## config.mk

```make
export PLATFORM = sky130hd
export DESIGN_NAME = config_loader_flat
export DESIGN_NICKNAME = d
export VERILOG_FILES = /design/src/rtl/config_loader_if.sv /design/src/rtl/config_loader.sv /design/src/flat_wrapper.sv
export SDC_FILE = /design/constraint.sdc
export NUM_CORES = 1
export LEC_CHECK = 0
export CAP_MARGIN = 30
export CORE_MARGIN = 4
export CORE_UTILIZATION = 45
export DETAILED_ROUTE_END_ITERATION = 16
export PLACE_DENSITY = 0.67
export SLEW_MARGIN = 20
export SYNTH_ARGS = -nofsm -noshare
export SYNTH_HDL_FRONTEND = slang
export SYNTH_SLANG_ARGS = --single-unit
```

## constraint.sdc

```tcl
create_clock -name clk -period 4 [get_ports clk]
set_clock_uncertainty 0.1 [all_clocks]
set_input_delay 0.6 -clock clk [delete_from_list [all_inputs] [get_ports clk]]
set_output_delay 0.6 -clock clk [all_outputs]
set_load 0.02 [all_outputs]
```

## src/rtl/config_loader_if.sv

```systemverilog
// rtl/config_loader_if.sv - Serial config stream and bitfile status bundle; readback ports under CFG_READBACK_EN
interface config_loader_if #(
  parameter int CFG_WIDTH = 8
);
  logic                 cfg_valid;
  logic                 cfg_bit;
  logic                 cfg_abort;
  logic [CFG_WIDTH-1:0] bitfile;
  logic                 cfg_busy;
  logic                 cfg_done;
  logic                 cfg_error;
  logic                 cfg_loaded;
`ifdef CFG_READBACK_EN
  logic                 rb_req;
  logic                 rb_bit;
  logic                 rb_valid;

  modport master (
    output cfg_valid, cfg_bit, cfg_abort, rb_req,
    input  bitfile, cfg_busy, cfg_done, cfg_error, cfg_loaded, rb_bit, rb_valid
  );
  modport slave (
    input  cfg_valid, cfg_bit, cfg_abort, rb_req,
    output bitfile, cfg_busy, cfg_done, cfg_error, cfg_loaded, rb_bit, rb_valid
  );
`else
  modport master (
    output cfg_valid, cfg_bit, cfg_abort,
    input  bitfile, cfg_busy, cfg_done, cfg_error, cfg_loaded
  );
  modport slave (
    input  cfg_valid, cfg_bit, cfg_abort,
    output bitfile, cfg_busy, cfg_done, cfg_error, cfg_loaded
  );
`endif
endinterface

```

## src/rtl/config_loader.sv

```systemverilog
// rtl/config_loader.sv - Sync-hunting serial frame loader with even-parity commit; optional readback via CFG_READBACK_EN
module config_loader #(
  parameter int                    CFG_WIDTH  = 8,
  parameter int                    SYNC_WIDTH = 8,
  parameter logic [SYNC_WIDTH-1:0] SYNC_WORD  = 8'hA5
) (
  input  logic              clk,
  input  logic              rst,
  config_loader_if.slave    cfg
);

  localparam int CNT_W = $clog2(CFG_WIDTH + 1);
  localparam logic [CNT_W-1:0] CNT_LAST = CNT_W'(CFG_WIDTH - 1);

  typedef enum logic [1:0] {HUNT, LOAD, PARITY} state_t;

  state_t                state, state_n;
  logic [SYNC_WIDTH-1:0] sync_q, sync_n, sync_shift;
  logic [CNT_W-1:0]      cnt_q, cnt_n;
  logic [CFG_WIDTH-1:0]  shadow_q, shadow_n;
  logic [CFG_WIDTH-1:0]  bitfile_q, bitfile_n;
  logic                  loaded_q, loaded_n;
  logic                  done_q, done_n;
  logic                  error_q, error_n;
  logic                  busy_q;

  always_ff @(posedge clk) begin
    if (rst) begin
      state     <= HUNT;
      sync_q    <= '0;
      cnt_q     <= '0;
      shadow_q  <= '0;
      bitfile_q <= '0;
      loaded_q  <= 1'b0;
      done_q    <= 1'b0;
      error_q   <= 1'b0;
      busy_q    <= 1'b0;
    end else begin
      state     <= state_n;
      sync_q    <= sync_n;
      cnt_q     <= cnt_n;
      shadow_q  <= shadow_n;
      bitfile_q <= bitfile_n;
      loaded_q  <= loaded_n;
      done_q    <= done_n;
      error_q   <= error_n;
      busy_q    <= (state_n == LOAD) || (state_n == PARITY);
    end
  end

  always_comb begin
    state_n    = state;
    sync_n     = sync_q;
    cnt_n      = cnt_q;
    shadow_n   = shadow_q;
    bitfile_n  = bitfile_q;
    loaded_n   = loaded_q;
    done_n     = 1'b0;
    error_n    = 1'b0;
    sync_shift = {sync_q[SYNC_WIDTH-2:0], cfg.cfg_bit};

    // Abort wins over a coincident valid bit; the committed bitfile survives it.
    if (cfg.cfg_abort) begin
      state_n  = HUNT;
      sync_n   = '0;
      cnt_n    = '0;
      shadow_n = '0;
    end else if (cfg.cfg_valid) begin
      unique case (state)
        HUNT: begin
          if (sync_shift == SYNC_WORD) begin
            state_n = LOAD;
            cnt_n   = '0;
            sync_n  = '0;
          end else begin
            sync_n  = sync_shift;
          end
        end
        LOAD: begin
          shadow_n = {shadow_q[CFG_WIDTH-2:0], cfg.cfg_bit};
          cnt_n    = cnt_q + CNT_W'(1);
          if (cnt_q == CNT_LAST) state_n = PARITY;
        end
        PARITY: begin
          state_n = HUNT;
          sync_n  = '0;
          cnt_n   = '0;
          if ((^shadow_q ^ cfg.cfg_bit) == 1'b0) begin
            bitfile_n = shadow_q;
            loaded_n  = 1'b1;
            done_n    = 1'b1;
          end else begin
            error_n   = 1'b1;
          end
        end
        default: state_n = HUNT;
      endcase
    end
  end

  assign cfg.bitfile    = bitfile_q;
  assign cfg.cfg_busy   = busy_q;
  assign cfg.cfg_done   = done_q;
  assign cfg.cfg_error  = error_q;
  assign cfg.cfg_loaded = loaded_q;

`ifdef CFG_READBACK_EN
  logic [CFG_WIDTH-1:0] rb_sr;
  logic [CNT_W-1:0]     rb_cnt;

  // The shifter drains to zero, so rb_bit idles low without extra gating.
  always_ff @(posedge clk) begin
    if (rst) begin
      rb_sr  <= '0;
      rb_cnt <= '0;
    end else if (rb_cnt != '0) begin
      rb_sr  <= {rb_sr[CFG_WIDTH-2:0], 1'b0};
      rb_cnt <= rb_cnt - CNT_W'(1);
    end else if (cfg.rb_req && (state == HUNT) && !busy_q) begin
      rb_sr  <= bitfile_q;
      rb_cnt <= CNT_W'(CFG_WIDTH);
    end
  end

  assign cfg.rb_valid = (rb_cnt != '0);
  assign cfg.rb_bit   = rb_sr[CFG_WIDTH-1];
`endif

endmodule

```

## src/flat_wrapper.sv

```systemverilog
// flat-port wrapper written by rule: the top's interface ports become plain ports
module config_loader_flat 
#(
  parameter int                    CFG_WIDTH  = 8,
  parameter int                    SYNC_WIDTH = 8,
  parameter logic [SYNC_WIDTH-1:0] SYNC_WORD  = 8'hA5
)
  (clk, rst, cfg_cfg_valid, cfg_cfg_bit, cfg_cfg_abort, cfg_bitfile, cfg_cfg_busy, cfg_cfg_done, cfg_cfg_error, cfg_cfg_loaded);
  config_loader_if #(.CFG_WIDTH(CFG_WIDTH)) cfg_i ();
  input  logic clk;
  input  logic rst;
  input wire logic [$bits(cfg_i.cfg_valid)-1:0] cfg_cfg_valid;
  input wire logic [$bits(cfg_i.cfg_bit)-1:0] cfg_cfg_bit;
  input wire logic [$bits(cfg_i.cfg_abort)-1:0] cfg_cfg_abort;
  output wire logic [$bits(cfg_i.bitfile)-1:0] cfg_bitfile;
  output wire logic [$bits(cfg_i.cfg_busy)-1:0] cfg_cfg_busy;
  output wire logic [$bits(cfg_i.cfg_done)-1:0] cfg_cfg_done;
  output wire logic [$bits(cfg_i.cfg_error)-1:0] cfg_cfg_error;
  output wire logic [$bits(cfg_i.cfg_loaded)-1:0] cfg_cfg_loaded;
  assign cfg_i.cfg_valid = cfg_cfg_valid;
  assign cfg_i.cfg_bit = cfg_cfg_bit;
  assign cfg_i.cfg_abort = cfg_cfg_abort;
  assign cfg_bitfile = cfg_i.bitfile;
  assign cfg_cfg_busy = cfg_i.cfg_busy;
  assign cfg_cfg_done = cfg_i.cfg_done;
  assign cfg_cfg_error = cfg_i.cfg_error;
  assign cfg_cfg_loaded = cfg_i.cfg_loaded;
  config_loader #(.CFG_WIDTH(CFG_WIDTH), .SYNC_WIDTH(SYNC_WIDTH), .SYNC_WORD(SYNC_WORD)) u_core (.clk(clk), .rst(rst), .cfg(cfg_i));
endmodule
```

# Yosys cells after proc, flatten, opt, wreduce, memory -nomap -nowiden
# Index checks and enable logic that the tools add are counted.
# op_classes
n_addsub	1
n_eq_ne	7
n_mux	11
n_bitwise	5
n_reduce_logical	11
# op_table
cell	count
$pmux 7 s2	1
$pmux 4 s3	1
$eq 8x8->1 const B	1
$mux 2	4
$reduce_xor 8->1	1
$mux 7	1
$add 4x1->4 const B	1
$eq 2x1->1 const B	2
$eq 2x2->1 const B	2
$eq 4x3->1 const B	1
$mux 4	1
$not 1->1	4
$pmux 2 s2	1
$reduce_and 2->1	2
$reduce_and 4->1	1
$reduce_or 4->1	1
$reduce_and 3->1	1
$reduce_bool 3->1	1
$logic_not 2->1	1
$mux 1	2
$ne 2x1->1 const B	1
$reduce_bool 2->1	1
$reduce_or 2->1	1
$logic_or 1x1->1	1
$xor 1x1->1	1
# totals
register_bits	33
input_bits	5
output_inout_bits	12
word_cells	44

# Longest topological paths before layout
# logic_depth
depth_word	7
depth_mapped	7
mapped_depth_nobuf	5

# Worst setup path after synthesis
# No wires, ideal clock.
# synth_timing
kind	input to register
from	input port cfg_cfg_valid
to	register u_core.bitfile_q[0] (netlist: u_core.cfg.bitfile[0])
setup_time_ns	0.072
t_arrival_ns	1.839
required_time_ns	3.828
path_slack_ns	1.990
stages	7
path_buffers	3
cell_sequence	clkbuf_1 nand2b_1 clkbuf_1 nor4b_1 mux2_4 buf_6 mux2i_1
# synth_between
elab_chain_cells	1
# synth_lines
element	line_no	text
start, declared	flat_wrapper.sv:12	input wire logic [$bits(cfg_i.cfg_valid)-1:0] cfg_cfg_valid;
$reduce_and 4->1 (no line)	-	
end signal, assigned	config_loader.sv:43	bitfile_q <= bitfile_n;
end, declared	config_loader.sv:21	logic [CFG_WIDTH-1:0] bitfile_q, bitfile_n;
# No other way between the ends.
# A chain may end at the register's enable or synchronous reset.

# Worst setup path after layout
# layout_timing
from	input port cfg_cfg_bit
to	register u_core.cnt_q[2]
# layout_between
elab_chain_cells	3
# layout_lines
element	line_no	text
start, declared	flat_wrapper.sv:13	input wire logic [$bits(cfg_i.cfg_bit)-1:0] cfg_cfg_bit;
$eq 8x8->1	config_loader.sv:71	if (sync_shift == SYNC_WORD) begin
$ne 2x1->1 (no line)	-	
$reduce_and 3->1 (no line)	-	
end signal, assigned	config_loader.sv:41	cnt_q <= cnt_n;
end, declared	config_loader.sv:19	logic [CNT_W-1:0] cnt_q, cnt_n;
# No other way between the ends.

==> results_dict.tcl <==
set metrics [dict create \
    cts_tree "yes" \
    hold_buffers 0 \
    synth_cell_types 34 \
    fin_crit_ns 2.21 \
    htree_levels 2 \
    worst_slew_pin_slew_ns 0.550 \
    ys_seq_area_share_pct 44.8 \
    finalNetCount 182 \
    drive_gt1_share_pct 6.21 \
    ant_nets 0 \
    max_stage_delay_ns 0.55 \
    cellLeakagePower_nw 0.550 \
    synth_top_family_by_area "simple AND/OR/NAND/NOR gates" \
    dr.first_iter.drc_count 48 \
    vias_per_cell 5.24 \
    power_frac_comb_pct 3.8 \
    report.final.slew_viol_count 0 \
    synth_cells 163 \
    crit_type "primary input to register" \
    clkTransAtPathRegs_ns 0.10 \
    rows 20 \
    hp-class "register to register" \
    grt_max_degree 24 \
    final.setup.worst_slack_ns 1.79 \
    areaGrowthSynthToFinish_pct 16.3 \
    synth_area_per_cell_um2 9.05 \
    drcViolationCount 0 \
    ys_seq_elements 33 \
    slew-limit-headroom_pct 62.8 \
    routed-via-count 1157 \
    start_util_pct 47.5 \
    drv_cap 0 \
    die_width_um 65.3 \
    cts_setup_buffers 0 \
    rsz0062_at_grt "false" \
    synth_nets 169 \
    finalCritPeriodShare_pct 55.3 \
    end_kind "register" \
    ys.flop_type "dfxtp_1" \
    switchingPower_mw 0.124 \
    synth-compound-area-share_pct 11.7 \
    worstPathCellList "clkdlybuf4s50_1 -> nor4bb_1 -> a211oi_1 -> o31ai_1 -> a21oi_1" \
    drt-pass1-iter-count 4 \
    core_area_mm2 0.00310 \
    max-vdd-ir-drop_v 0.000185 \
    worst_path_max_delay_cell "clkdlybuf4s50_1" \
    critPathMaxFanout 4 \
    synth-edff-count 0 \
    power.share.clock_pct 37.8 \
    synthMuxAreaShare_pct 6.45 \
    instances_no_fill 221 \
    syn_area_mm2 0.00148 \
    cts_resized 0 \
    dpl.cell_count 213 \
    swShare_pct 22.0 \
    grt_overflow_total 0 \
    setup_viol 0 \
    fin_setup_tns_ns 0 \
    port_buffers 16 \
    grt_usage_pct 15.0 \
    io_pins 17 \
    placed_cell_area_mm2 0.00165 \
    critPathRequiredTime_ns 4.11 \
    antennaDiodeCount 0 \
    grt_pass1_wl_mm 4.93 \
    clock_path_buffers 2 \
    synth_simple_gate_area_share_pct 27.7 \
    numCtsBuffers 5 \
    ys_async_sr_fraction_pct 0 \
    grt_pass1_vias 1104 \
    powerDensity_mw_per_mm2 329 \
    clock-root-buffer "clkbuf_4" \
    gp_congestion 0.781 \
    cp_data_arrival_time_ns 2.32 \
    ys_warn_count 0 \
    cts_num_sinks 33 \
    wire_per_inst_um 12.5 \
    antenna_found_initial 0 \
    outcome "complete, no violations" \
    wirelength_mm 2.77 \
    internal-power_mw 0.440 \
    p_seq_share_pct 58.4 \
    pre_cts_ws_ns 1.43 \
    place_hpwl_mm 1.95 \
    synthXorXnorAreaFrac_pct 5.51 \
    synthAdderAreaFrac_pct 0.848 \
    fmax_mhz 452 \
    clk_latency_ns 0.34 \
    cp-start-kind "primary input" \
    dieArea_mm2 0.00426 \
    fp.dieH_um 65.3 \
    finalPower_mw 0.564 \
    hold_viol_final 0 \
    final_area_mm2 0.00172 \
]
-- power groups by stage --
stage	Combinational [mW]	Clock [mW]	Sequential, mW
final	0.0215	0.213	0.329
after global routing	0.0234	0.237	0.329
after CTS	0.0214	0.222	0.329
after detailed placement	0.0214	0	0.337
after global placement	0.0211	0	0.337
after floorplan	0.0144	0	0.337
-- kinds of logic after synthesis --
logic type | Yosys count
buffers and inverters | 10
AND/OR/NAND/NOR | 75
flip-flops | 33
adder cells (fa/ha/maj) | 1
AO/OA/AOI/OAI | 29
multiplexers | 9
XOR/XNOR | 6
-- final cells by class --
type | instances | area, um^2
Fill cell | 316 | 1390
Multi-Input combinational cell | 120 | 769
Sequential cell | 33 | 661
Timing Repair Buffer | 16 | 160
Clock buffer | 7 | 65.1
Tap cell | 44 | 55.1
Clock inverter | 1 | 5.00
-- registers in the layout (all words and copies together), names as in the netlist --
register	cells
u_core.shadow_q	8
u_core.cfg.cfg_loaded	1
u_core.cfg.cfg_error	1
u_core.cfg.cfg_done	1
u_core.cfg.cfg_busy	1
u_core.sync_q	7
u_core.cfg.bitfile	8
u_core.cnt_q	4
u_core.state	2
-- per-stage QoR --
stage,util [%],hold slack [ns]
after floorplan,-,0.327
after global placement,53.0,0.336
after CTS,55.3,0.368
final,55.3,0.359
after global routing,55.3,0.403
after detailed placement,53.0,0.354
-- placed cells by master (no fill, tap or decap) --
cell and instances:
a211oi_1 2, a21oi_1 16, a31oi_1 2, a32oi_1 3
and2_1 1, and3b_1 1, and4b_1 1, clkbuf_4 5
clkbuf_8 2, clkdlybuf4s50_1 16, clkinv_2 1, dfxtp_1 33
ha_1 1, mux2_4 1, mux2i_1 8, nand2_1 26
nand2b_1 17, nand3_1 3, nand3b_1 5, nand4b_1 1
nor2_1 7, nor2b_1 6, nor3_1 1, nor4b_1 1
nor4bb_1 2, o21ai_0 3, o21ba_2 1, o22ai_1 1
o31ai_1 1, or2_2 1, or2b_1 1, or3_1 1
xnor2_1 2, xnor3_1 1, xor2_1 2, xor3_1 1
-- critical path, delay by kind of cell --
| family | cells | cell delay (ns) |
|---|---|---|
| buffers and inverters | 1 | 0.55 |
| AOI/OAI and AO/OA | 3 | 0.62 |
| and+or+nand+nor | 1 | 0.55 |
-- Yosys cell counts (2+ instances only) --
library cell  count  area (um^2)
dfxtp_1          33          661
nand2_1          26         97.6
nand2b_1         17          106
a21oi_1          16         80.1
clkbuf_1          9         33.8
mux2i_1           8         80.1
nor2_1            7         26.3
nor2b_1           6         37.5
nand3b_1          5         37.5
a32oi_1           3         26.3
nand3_1           3         15.0
o21ai_0           3         15.0
a211oi_1          2         15.0
a31oi_1           2         12.5
nor4bb_1          2         20.0
xnor2_1           2         17.5
xor2_1            2         17.5
-- routing by layer --
layer,GRT usage [%],part of all wire (%),vias up
li1,-,-,585
met1,16.9,45,547
met2,25.5,49,19
met3,5.13,4.2,6
met4,6.22,1.9,0
met5,0,0,-
-- worst paths after layout --
check / startpoint / end / slack, ns / cells after the start
max reg2reg: u_core.shadow_q[4] / u_core.cfg.cfg_loaded / 2.14 / 4
max: cfg_cfg_bit / u_core.cnt_q[2] / 1.79 / 5
min reg2reg: u_core.sync_q[6] / u_core.sync_q[6] / 0.36 / 2
min: u_core.sync_q[6] / u_core.sync_q[6] / 0.36 / 2
(Power assumes the default switching activity.)
==> patch 1 (config.mk and constraints unchanged) <==
One comparison of `cnt_q` changes from == to >=.
--- a/src/rtl/config_loader.sv
+++ b/src/rtl/config_loader.sv
@@ -80,5 +80,5 @@
           shadow_n = {shadow_q[CFG_WIDTH-2:0], cfg.cfg_bit};
           cnt_n    = cnt_q + CNT_W'(1);
-          if (cnt_q == CNT_LAST) state_n = PARITY;
+          if (cnt_q >= CNT_LAST) state_n = PARITY;
         end
         PARITY: begin
Function: same outputs for any inputs over 10 cycles, from zero or initial values and one cycle with rst high; that may be too few to reach the edited logic, so the function may still have changed.
==> patch 1 against the unedited design <==
  * Via count fell by 2.9%
  * Sequential share of layout area about the same
  * Core utilization shrank 0.40 points
  * Worst setup slack worse by 0.15 ns
  * Non-clock buffer count unchanged
  * Synthesized cell count fell by 4.3%
  * Cell area barely moved
  * Area after synthesis is 1.4% higher
  * Fmax down 6.5%
  * Global-route usage shrank 1.5 points
  * Wire length shrank 3.2%
  * Power down 7.6%
  * Sequential cell count stayed put
  * Largest cell class unchanged
  * Highest routed layer unchanged
==> patch 1: results (changes against the unedited design) <==
[status]
outcome = finished, final reports clean

[pwr]
p_int_mw = 0.405  ; -7.9%
power_density_mw_per_mm2 = 304  ; -7.6%
p_leak_nw = 0.615  ; +12%
peakVddDrop_v = 0.000156  ; -16%
combPwrFrac_pct = 4.2  ; +0.4 points

[placement]
dp.cells = 206  ; -3.3%
place_hpwl_mm = 1.93  ; -0.76%

[logic_synthesis]
synthTopCellsByCount = dfxtp_1 (33), mux2i_1 (16), nand2b_1 (16)
synth_area_leaders = dfxtp_1 (44%), mux2i_1 (11%), nand2b_1 (6.7%), a21oi_1 (3.7%), nor2_1 (3.5%)
synthCells = 156  ; -4.3%
ys_seq_area_share_pct = 44.1  ; -0.64 points
ys_types = 39  ; +15%

[clocking]
clk_latency_ns = 0.32  ; -0.02 ns

[drt]
vias_per_cell = 5.25  ; +0.24%
drt-initial-drc-count = 24  ; -50%

[grt]
grtUsageTotal_pct = 13.5  ; -1.5 points
grt_max_degree = 22  ; -8.3%
grt_pass1_wl_mm = 4.51  ; -8.4%
grt_pass1_vias = 1057  ; -4.3%

[final_layout]
drive_gt1_share_pct = 7.06  ; +0.84 points
fin_nets = 175  ; -3.8%

[critical_path]
r2r-start = u_core.shadow_q[7]
cp_max_fo = 10  ; +6

[timing]
tightestPinTransition_ns = 0.631  ; +0.0812 ns

patch 1: cells by family after synthesis:
group,count (synthesis),synth area share (%)
AND/OR/NAND/NOR,63,24.6
flip-flops,33,44.1
AO/OA/AOI/OAI,24,9.70
multiplexers,17,11.7
buffers and inverters,12,3.60
XOR/XNOR,6,5.43
adder cells (fa/ha/maj),1,0.836
patch 1: through the flow:
step	instance area [um2]	worst slack, ns
after floorplan	1500	1.97
after global placement	1670	1.44
after detailed placement	1670	1.37
after CTS	1720	1.68
after global routing	1720	1.53
final	1720	1.63
patch 1: area by class of cell:
class | instances | area [um2]
Clock inverter | 2 | 10.0
Clock buffer | 6 | 41.3
Fill cell | 288 | 1410
Timing Repair Buffer | 16 | 160
Tap cell | 44 | 55.1
Sequential cell | 33 | 661
Multi-Input combinational cell | 111 | 782
Inverter | 2 | 7.51
patch 1: layer usage:
| layer | global-route usage (%) | part of all wire, % | vias to the layer above |
|---|---|---|---|
| met2 | 22.8 | 49 | 24 |
| met4 | 5.44 | 1.3 | 0 |
| li1 | - | - | 568 |
| met3 | 3.76 | 4.3 | 5 |
| met1 | 16.1 | 45 | 526 |
| met5 | 0 | 0 | - |
patch 1: worst max-delay path, stage by stage:
cell	delay [ns]
clkdlybuf4s50_1	0.62
nor2b_1	0.55
and4b_1	0.29
mux2_4	0.25
mux2i_1	0.20
patch 1: path summary, 6_finish.rpt:
| check | to | slack (ns) | depth (start not counted) |
|---|---|---|---|
| worst max register to register | u_core.cfg.bitfile[7] | 2.15 | 4 |
| worst max-delay path | u_core.cfg.bitfile[7] | 1.63 | 5 |
| worst min register to register | u_core.sync_q[6] | 0.36 | 2 |
| worst min-delay path | u_core.sync_q[6] | 0.36 | 2 |
==> patch 2 (config.mk and constraints unchanged) <==
Without the edit above. `SYNC_WIDTH` is set to 8 in 2 places; all go to 9.
--- a/src/rtl/config_loader.sv
+++ b/src/rtl/config_loader.sv
@@ -2,5 +2,5 @@
 module config_loader #(
   parameter int                    CFG_WIDTH  = 8,
-  parameter int                    SYNC_WIDTH = 8,
+  parameter int                    SYNC_WIDTH = 9,
   parameter logic [SYNC_WIDTH-1:0] SYNC_WORD  = 8'hA5
 ) (
--- a/src/flat_wrapper.sv
+++ b/src/flat_wrapper.sv
@@ -3,5 +3,5 @@
 #(
   parameter int                    CFG_WIDTH  = 8,
-  parameter int                    SYNC_WIDTH = 8,
+  parameter int                    SYNC_WIDTH = 9,
   parameter logic [SYNC_WIDTH-1:0] SYNC_WORD  = 8'hA5
 )
Function: changed (a bounded check fails within 10 cycles, from zero or initial values and one cycle with rst high).
==> patch 2 against the unedited design <==
  * Wire length is 3.4% higher
  * Worst setup slack worse by 0.018 ns
  * Highest routed layer unchanged
  * Via count is 4.7% higher
  * Area after synthesis is 3.5% higher
  * Largest cell class unchanged
  * Cell area is 1.5% higher
  * Sequential cell count is 1 higher
  * Largest power group unchanged
  * Power is 5.7% lower
  * Sequential share of layout area is 0.57 points higher
  * Critical path type unchanged
==> patch 2: results (changes against the unedited design) <==
[grt]
grt_pass1_vias = 1140  ; +3.3%

[logic_synthesis]
ys_seq_area_share_pct = 44.6  ; -0.19 points
syn_area_per_cell_um2 = 8.98  ; -0.78%
synth_area_leaders = dfxtp_1 (45%), nand2b_1 (7.4%), nand2_1 (6.4%), a21oi_1 (5.2%), mux2i_1 (5.2%)
synthTopCellsByCount = dfxtp_1 (34), nand2_1 (26), nand2b_1 (18)
synthAdderAreaFrac_pct = 0.820  ; -0.029 points
synth_compound_area_share_pct = 13.2  ; +1.5 points
ys_seq_elements = 34  ; +3.0%

[pwr]
p_switching_mw = 0.117  ; -5.3%
peakVddDrop_v = 0.000179  ; -3.3%
p_leak_nw = 0.558  ; +1.5%

[timing]
tightestPinTransition_ns = 0.755  ; +0.205 ns

[placement]
place_congestion = 0.739  ; -5.4%
place_hpwl_mm = 2.07  ; +6.2%
dp.cells = 220  ; +3.3%

[drt]
routed_wl_mm = 2.86  ; +3.4%
vias = 1211  ; +4.7%
drt-initial-drc-count = 85  ; +77%

[critical_path]
cp_data_arrival_time_ns = 2.39  ; +0.07 ns
crit_start = cfg_cfg_valid

[final_layout]
fin_nets = 189  ; +3.8%
instances_no_fill = 227  ; +2.7%
n_fill_cell = 306  ; -3.2%
drive_gt1_share_pct = 4.92  ; -1.3 points

[min_path]
min_to = u_core.sync_q[4]
hold_path.startpoint = u_core.sync_q[4]

[status]
outcome = finished, final reports clean

==> patch 2: cell types whose count changed after synthesis, sizes merged, moves of 3 or more <==
cell | unedited run | this run
a22oi | 0 | 6
a311oi | 0 | 3
a32oi | 3 | 0
nand3 | 3 | 0
nor2 | 7 | 10
nor2b | 6 | 3
nor3 | 1 | 4
==> patch 2: power groups by stage <==
stage | clock (mW) | sequential (mW) | combinational, mW
after floorplan | 0 | 0.347 | 0.0140
after global placement | 0 | 0.347 | 0.0214
after detailed placement | 0 | 0.347 | 0.0218
after CTS | 0.178 | 0.339 | 0.0219
after global routing | 0.198 | 0.339 | 0.0240
final | 0.171 | 0.339 | 0.0217
==> patch 2: worst max path at each step <==
stage / endpoint / slack [ns] / cells after the start
finish: u_core.cfg.bitfile[7] / 1.77 / 5
global placement: u_core.cfg.cfg_loaded / 1.50 / 5
global route: u_core.sync_q[6] / 1.58 / 5
detailed placement: u_core.cfg.bitfile[0] / 1.44 / 5
floorplan: u_core.cfg.cfg_loaded / 2.02 / 5
CTS: u_core.cfg.bitfile[7] / 1.79 / 5
==> patch 2: kinds of logic (layout without fill, tap and decap cells) <==
kind of cell / after synthesis / in the layout
simple gates: 76 / 76
flops: 34 / 34
compound gates: 32 / 32
buf+inv: 12 / 25
mux: 9 / 9
xor+xnor: 6 / 6
fa+ha+maj: 1 / 1
==> patch 2: metrics by stage <==
step	instance area [um2]	power [mW]	setup WS [ns]
2_1_floorplan	1530	0.361	2.02
3_3_place_gp	1700	0.368	1.50
3_5_place_dp	1700	0.369	1.44
4_1_cts	1740	0.539	1.79
5_1_grt	1740	0.562	1.58
6_report	1740	0.532	1.77
==> patch 2: cell type report <==
cell class,instances,area (um2),share of cell area (%)
timing repair buffer,16,160,9.20
multi-input combinational,124,793,45.5
sequential,34,681,39.1
inverter,2,7.51,0.431
clock buffer,7,45.0,2.59
tap,44,55.1,3.16
==> patch 2: metal layers <==
metal | global-route usage, % | vias up | routed length, um
met5 | 0 | - | 0
met4 | 5.33 | 0 | 48
met1 | 17.7 | 570 | 1390
li1 | - | 609 | -
met2 | 24.3 | 26 | 1280
met3 | 5.61 | 6 | 148
==> patch 2: critical path: stages <==
cell	delay, ns
clkdlybuf4s50_1	0.63
nand2b_1	0.27
nor4b_1	0.37
mux2_4	0.32
mux2i_1	0.20
